`config.mk`:
```
export PLATFORM = sky130hd
export DESIGN_NAME = pong_game_sequencer
export DESIGN_NICKNAME = d
export VERILOG_FILES = /design/src/rtl/pong_game_sequencer.sv
export SDC_FILE = /design/constraint.sdc
export NUM_CORES = 1
export LEC_CHECK = 0
export ABC_AREA = 1
export BUFFER_PORTS_ARGS = -buffer_cell sky130_fd_sc_hd__buf_2
export CAP_MARGIN = 20
export CORE_ASPECT_RATIO = 2
export CORE_MARGIN = 4
export CORE_UTILIZATION = 60
export DETAILED_ROUTE_END_ITERATION = 6
export PLACE_DENSITY = 0.92
export REMOVE_ABC_BUFFERS = 1
export SYNTH_ARGS = -nofsm -noshare
export SYNTH_HDL_FRONTEND = slang
export SYNTH_SLANG_ARGS = --single-unit
```
`constraint.sdc`:
```
create_clock -name CLOCK -period 1.8 [get_ports CLOCK]
set_input_delay 0.27 -clock CLOCK [delete_from_list [all_inputs] [get_ports CLOCK]]
set_output_delay 0.27 -clock CLOCK [all_outputs]
set_load 0.005 [all_outputs]
```
`src/rtl/pong_game_sequencer.sv`:
```
// pong_game_sequencer
//   Top-level game flow for a two-player pong: waits for a start press,
//   holds the ball for a serve delay, lets it play until a paddle misses,
//   tallies the point and ends the game at WIN_SCORE.
//
// Parameters
//   SERVE_DELAY : clock cycles spent in SERVE before launch (1..2^TIMER_W-1)
//   TIMER_W     : serve-timer width in bits
//   WIN_SCORE   : score that ends the game (1..15)
//
// Ports
//   CLOCK       in   system clock, rising edge
//   RESET_N     in   asynchronous active-low reset
//   START       in   start button level (synchronous to CLOCK)
//   MISS_L      in   1-cycle pulse, ball passed the left (human) paddle
//   MISS_R      in   1-cycle pulse, ball passed the right (AI) paddle
//   BALL_ENABLE out  ball may move (PLAY only)
//   BALL_SERVE  out  1-cycle pulse on the first PLAY cycle
//   SERVE_DIR   out  launch direction, 0 = left, 1 = right
//   AI_ENABLE   out  AI paddle tracks ball (SERVE and PLAY)
//   SCORE_L     out  left player score
//   SCORE_R     out  right player score
//   GAME_OVER   out  high in OVER
//   STATE       out  current state encoding
//
// state | meaning
// ------+--------------------------------------------------------
// IDLE  | power-up, waiting for a start press
// SERVE | ball parked at centre, counting down the serve delay
// PLAY  | ball in motion, watching for misses
// POINT | one-cycle pause after a miss, decides OVER vs next serve
// OVER  | a player reached WIN_SCORE, waiting for a new start press
module pong_game_sequencer #(
  parameter int SERVE_DELAY = 25000000,
  parameter int TIMER_W     = 26,
  parameter int WIN_SCORE   = 9
) (
  input  logic       CLOCK,
  input  logic       RESET_N,
  input  logic       START,
  input  logic       MISS_L,
  input  logic       MISS_R,
  output logic       BALL_ENABLE,
  output logic       BALL_SERVE,
  output logic       SERVE_DIR,
  output logic       AI_ENABLE,
  output logic [3:0] SCORE_L,
  output logic [3:0] SCORE_R,
  output logic       GAME_OVER,
  output logic [2:0] STATE
);

  typedef enum logic [2:0] {
    ST_IDLE  = 3'd0,
    ST_SERVE = 3'd1,
    ST_PLAY  = 3'd2,
    ST_POINT = 3'd3,
    ST_OVER  = 3'd4
  } state_t;

  localparam logic [TIMER_W-1:0] SERVE_LAST = TIMER_W'(SERVE_DELAY - 1);
  localparam logic [3:0]         WIN        = 4'(WIN_SCORE);

  state_t             state_q, state_d;
  logic [TIMER_W-1:0] timer_q, timer_d;
  logic [3:0]         score_l_q, score_l_d;
  logic [3:0]         score_r_q, score_r_d;
  logic               serve_dir_q, serve_dir_d;
  logic               ball_serve_q, ball_serve_d;
  logic               start_prev_q;
  logic               start_rise;

  // start_prev resets high so a button held through reset is not a press
  assign start_rise = START & ~start_prev_q;

  always_ff @(posedge CLOCK or negedge RESET_N) begin
    if (!RESET_N) begin
      state_q      <= ST_IDLE;
      timer_q      <= '0;
      score_l_q    <= 4'd0;
      score_r_q    <= 4'd0;
      serve_dir_q  <= 1'b1;
      ball_serve_q <= 1'b0;
      start_prev_q <= 1'b1;
    end else begin
      state_q      <= state_d;
      timer_q      <= timer_d;
      score_l_q    <= score_l_d;
      score_r_q    <= score_r_d;
      serve_dir_q  <= serve_dir_d;
      ball_serve_q <= ball_serve_d;
      start_prev_q <= START;
    end
  end

  always_comb begin
    state_d      = state_q;
    timer_d      = timer_q;
    score_l_d    = score_l_q;
    score_r_d    = score_r_q;
    serve_dir_d  = serve_dir_q;
    ball_serve_d = 1'b0;

    case (state_q)
      ST_IDLE, ST_OVER: begin
        if (start_rise) begin
          score_l_d   = 4'd0;
          score_r_d   = 4'd0;
          serve_dir_d = 1'b1;
          timer_d     = '0;
          state_d     = ST_SERVE;
        end
      end

      ST_SERVE: begin
        if (timer_q == SERVE_LAST) begin
          state_d      = ST_PLAY;
          ball_serve_d = 1'b1;
        end else begin
          timer_d = timer_q + TIMER_W'(1);
        end
      end

      ST_PLAY: begin
        if (MISS_L && MISS_R) begin
          // simultaneous miss is a replay: no score, same direction
          state_d = ST_POINT;
        end else if (MISS_L) begin
          if (score_r_q < WIN) score_r_d = score_r_q + 4'd1;
          serve_dir_d = 1'b0;
          state_d     = ST_POINT;
        end else if (MISS_R) begin
          if (score_l_q < WIN) score_l_d = score_l_q + 4'd1;
          serve_dir_d = 1'b1;
          state_d     = ST_POINT;
        end
      end

      ST_POINT: begin
        if (score_l_q == WIN || score_r_q == WIN) begin
          state_d = ST_OVER;
        end else begin
          timer_d = '0;
          state_d = ST_SERVE;
        end
      end

      default: state_d = ST_IDLE;
    endcase
  end

  assign BALL_ENABLE = (state_q == ST_PLAY);
  assign BALL_SERVE  = ball_serve_q;
  assign SERVE_DIR   = serve_dir_q;
  assign AI_ENABLE   = (state_q == ST_SERVE) || (state_q == ST_PLAY);
  assign SCORE_L     = score_l_q;
  assign SCORE_R     = score_r_q;
  assign GAME_OVER   = (state_q == ST_OVER);
  assign STATE       = state_q;

endmodule

```
# Word-level counts from Yosys, hierarchy flattened
# Cells that the tools add are included.
# W data, S select, Z words.
# totals
register_bits,40
latch_bits,0
mem_bits_rw,0
romBits,0
in_bits,5
mem_count,0
# op_classes
addsub,3
n_mul,0
n_div,0
magnitude_cmp,2
eq_ne,19
n_shift,0
n_mux,28
bitwise,2
reduce_logical,12
# op_table
operator,n
$mux W26,3
$pmux W26 S3,1
$mux W4,8
$add A26 B1 Y26 const B,1
$eq A26 B25 Y1 const B,1
$mux W3,6
$ne A2 B2 Y1 const B,8
$pmux W4 S2,2
$pmux W3 S4,1
$add A4 B1 Y4 const B,2
$eq A4 B4 Y1 const B,2
$lt A4 B4 Y1 const B,2
$reduce_and A4 Y1,2
$eq A3 B2 Y1 const B,2
$mux W1,6
$reduce_and A6 Y1,1
$reduce_and A5 Y1,1
$ne A2 B1 Y1 const B,2
$ne A4 B3 Y1 const B,1
$eq A3 B1 Y1 const B,1
$eq A3 B3 Y1 const B,1
$logic_not A3 Y1,1
$ne A3 B3 Y1 const B,1
$reduce_and A3 Y1,1
other kinds (8),9

# Depth between registers and ports, before layout
# logic_depth
ltp_word,6
ltp_mapped,11

# Worst setup path after synthesis
# Ideal clock, no wire load.
# synth_path
path_kind,reg2reg
start,"reg score_r_q[1], in the netlist SCORE_R[1]"
end,reg timer_q[16]
t_arrival_ps,1262
required_time_ps,1674
setup_slack_ps,412
path_stages_with_launch,12
cell_sequence,dfrtp_1 inv_1 ha_1 nand3_1 nand2_1 nand2_1 nand2_1 inv_1 nand2_4 buf_6 nand2_1 o21ai_0
# synth_between
elab_chain_cells,4
# synth_lines
item,line_no,source
start: declaration,67,"logic [3:0] score_r_q, score_r_d;"
start signal: assignment,89,score_r_q <= score_r_d;
$eq A4 B4 Y1,140,if (score_l_q == WIN || score_r_q == WIN) begin
$logic_or A1 B1 Y1,140,
$ne A2 B2 Y1 (no line),n/a,
$reduce_and A4 Y1 (no line),n/a,
end signal: assignment,87,timer_q <= timer_d;
end: declaration,65,"logic [TIMER_W-1:0] timer_q, timer_d;"
# No other way between the ends.
# A chain may end at the register's enable or synchronous reset.

# Final worst setup path
# layout_path
start,"reg state_q[2], in the netlist STATE[2]"
end,out AI_ENABLE
# layout_between
elab_chain_cells,2
# layout_lines
item,line_no,source
start: declaration,64,"state_t state_q, state_d;"
start signal: assignment,86,state_q <= state_d;
$eq A3 B1 Y1 / $eq A3 B2 Y1 (equally long branches),155,assign AI_ENABLE = (state_q == ST_SERVE) || (state_q == ST_PLAY);
$logic_or A1 B1 Y1 (*),155,
end: declaration,46,"output logic AI_ENABLE,"
# Mark *: on every way between the ends. The rest lies on a longest branch, timed or not.

==> impl_metrics.tcl <==
set metrics [dict create \
    max_cap_violations 0 \
    nFillCells 355 \
    crit_arrival_ps 1430 \
    crit_path_end_kind "output pin" \
    rows 33 \
    path_clk_slew_ps 80 \
    slowest_delay_ps 440 \
    setup_viol 0 \
    start_util_pct 63.0 \
    layout_min_cycle_time_ps 1700 \
    synth_area_leader_cell "dfrtp_1" \
    htree_levels 2 \
    rsz0062_at_grt "yes" \
    cts.sinks 40 \
    core_area_um2 4130 \
    area_delta_synth_final_pct 13.0 \
    clk_latency_ps 300 \
    crit_fanout 4 \
    drt_iter0_drc 202 \
    drive_gt1_share_pct 14.4 \
    avgRoutedWirePerCell_um 15.0 \
    synthCells 383 \
    hold_path.class "primary input to flop" \
    slew_headroom_pct 80.6 \
    cp_slowest_cell "dfrtp_1" \
    worst_pin_slew_ps 290 \
    mappedNetlistArea_um2 2600 \
    layout_commonest_cell "nand2_1" \
    fmax_mhz 588 \
    stdcell_count 468 \
    cts_made_buffers 5 \
    vias 2723 \
    ir_drop_mv 0.870 \
    tns_ps 0 \
    path_cells "inv_2, nand2_1, nor2_2, inv_1, nand2_1, buf_2" \
    grt_pass1_vias 2708 \
    outcome "complete, but fails checks" \
    die_width_um 54.6 \
    drtAntennaViolNets 0 \
    maxSlewViolCount 0 \
    hold_viol 0 \
    ys_seq_elements 40 \
    avgSynthCellArea_um2 6.79 \
    gp_congestion 1.08 \
    firstDrtPassIters 7 \
    die_area_um2 5520 \
    via_per_inst 5.82 \
    io_pins 21 \
    ys_warn_count 0 \
    cts_tree "built" \
    detailed_place.area_um2 2800 \
    die_y_um 101 \
    crit_top_cell "nand2_1" \
    worst_ep_required_time_ps 1530 \
    dp_hpwl_um 5280 \
    grt_pass1_wl_um 11600 \
    antenna_found_initial 0 \
    startpoint_type "flop" \
    grt_overflow_total 0 \
    grt_max_degree 41 \
    p_leak_nw 1.44 \
    mostFrequentLayoutCells "135 x nand2_1, 52 x nand3_1, 45 x inv_1" \
    track_usage_pct 28.7 \
    crit_buf_inv 3 \
    design_area_um2 2940 \
    clk_path_buf_depth 2 \
    yosysSeqAreaShare_pct 38.6 \
    fin_skew_ps 9.94 \
    failed_checks "DRC" \
    diodes 0 \
    synth.distinct_cells 26 \
    wl_um 7020 \
    synthTopCellsByArea "dfrtp_1 37%, nand2_1 20%, nand3_1 10%, inv_1 6.6%, nor2_1 4.3%" \
    powerDensity_nw_per_um2 1110 \
    crit_family "flip-flops" \
    place_inst 459 \
    drt_drc_violations_left 1 \
    path_class "flop to output pin" \
    fin_nets 427 \
    synth.top_cell.area_share_pct 36.6 \
    fin_crit_sh_pct 94.5 \
    port-buffer-count 20 \
    cts_root_buf "clkbuf_8" \
]
==> Yosys cell counts (all sizes together) <==
| master | count |
|---|---|
| o21bai | 4 |
| buf | 6 |
| xor2 | 2 |
| a21boi | 1 |
| nand4 | 7 |
| a21oi | 3 |
| dfstp | 2 |
| or2 | 4 |
| o21ai | 25 |
| o211ai | 2 |
| ha | 7 |
| nand2 | 138 |
| nor3 | 2 |
| nor2 | 37 |
| inv | 48 |
| nand3 | 54 |
| dfrtp | 38 |
| xnor2 | 1 |
| o22ai | 2 |
==> flip-flops by register name, indices dropped and copies added, names as in the netlist <==
name,cells
STATE,3
BALL_SERVE,1
timer_q,26
SERVE_DIR,1
SCORE_R,4
SCORE_L,4
start_prev_q,1
==> power by group <==
part	internal (W)	switching [W]
combinational	0.000382	0.000856
clock	0.000411	0.000348
sequential	0.00106	0.000188
total	0.00186	0.00139
==> per-layer routing <==
metal | GRT usage, % | part of all wire [%] | vias to the layer above
met5 | 0 | 0 | -
met4 | 18.8 | 6.5 | 0
met3 | 4.00 | 5.1 | 47
met2 | 52.3 | 56 | 130
met1 | 28.0 | 32 | 1262
li1 | - | - | 1284
==> cell families after synthesis <==
group	count (synthesis)	synth area share (%)
AND/OR/NAND/NOR	242	40.1
buffers and inverters	54	9.04
flip-flops	40	38.6
AO/OA/AOI/OAI	37	7.89
adder cells (fa/ha/maj)	7	3.37
XOR/XNOR	3	1.01
==> what timing repair did <==
action	4_1_cts	5_1_grt
hold buffers	1	0
setup buffers	0	0
hold endpoints to repair	38	0
setup endpoints to repair	0	27
gates resized for setup	0	5
==> area by class of cell <==
cell class                 instances  area [um^2]  share of cell area (%)
multi-input combinational        289         1380                    47.0
clock buffer                       5         68.8                    2.34
inverter                          48          180                    6.13
clock inverter                     3         42.5                    1.45
tap                               52         65.1                    2.21
timing repair buffer              31          198                    6.73
sequential                        40         1000                    34.1
==> worst paths after layout <==
check | from | end | cells after the start | slack, ps
worst max-delay path | STATE[2] | AI_ENABLE | 6 | 100
worst min-delay path | START | start_prev_q | 1 | 80
min in group asynchronous | RESET_N | BALL_SERVE | 2 | 290
worst min register to register | SERVE_DIR | SERVE_DIR | 2 | 480
worst max register to register | timer_q[4] | timer_q[6] | 7 | 130
max in group asynchronous | RESET_N | SERVE_DIR | 3 | 1060
==> through the flow <==
step	utilization, %	power, W	setup slack (ps)	hold slack, ps
floorplan	-	0.00200	3.20	-25.6
global placement	67.8	0.00239	141	68.0
detailed placement	67.8	0.00246	128	70.0
CTS	70.7	0.00320	109	85.6
global route	71.2	0.00348	-58.0	90.1
finish	71.2	0.00325	98.3	81.9
Note: power is estimated with default switching activity, not from simulation.
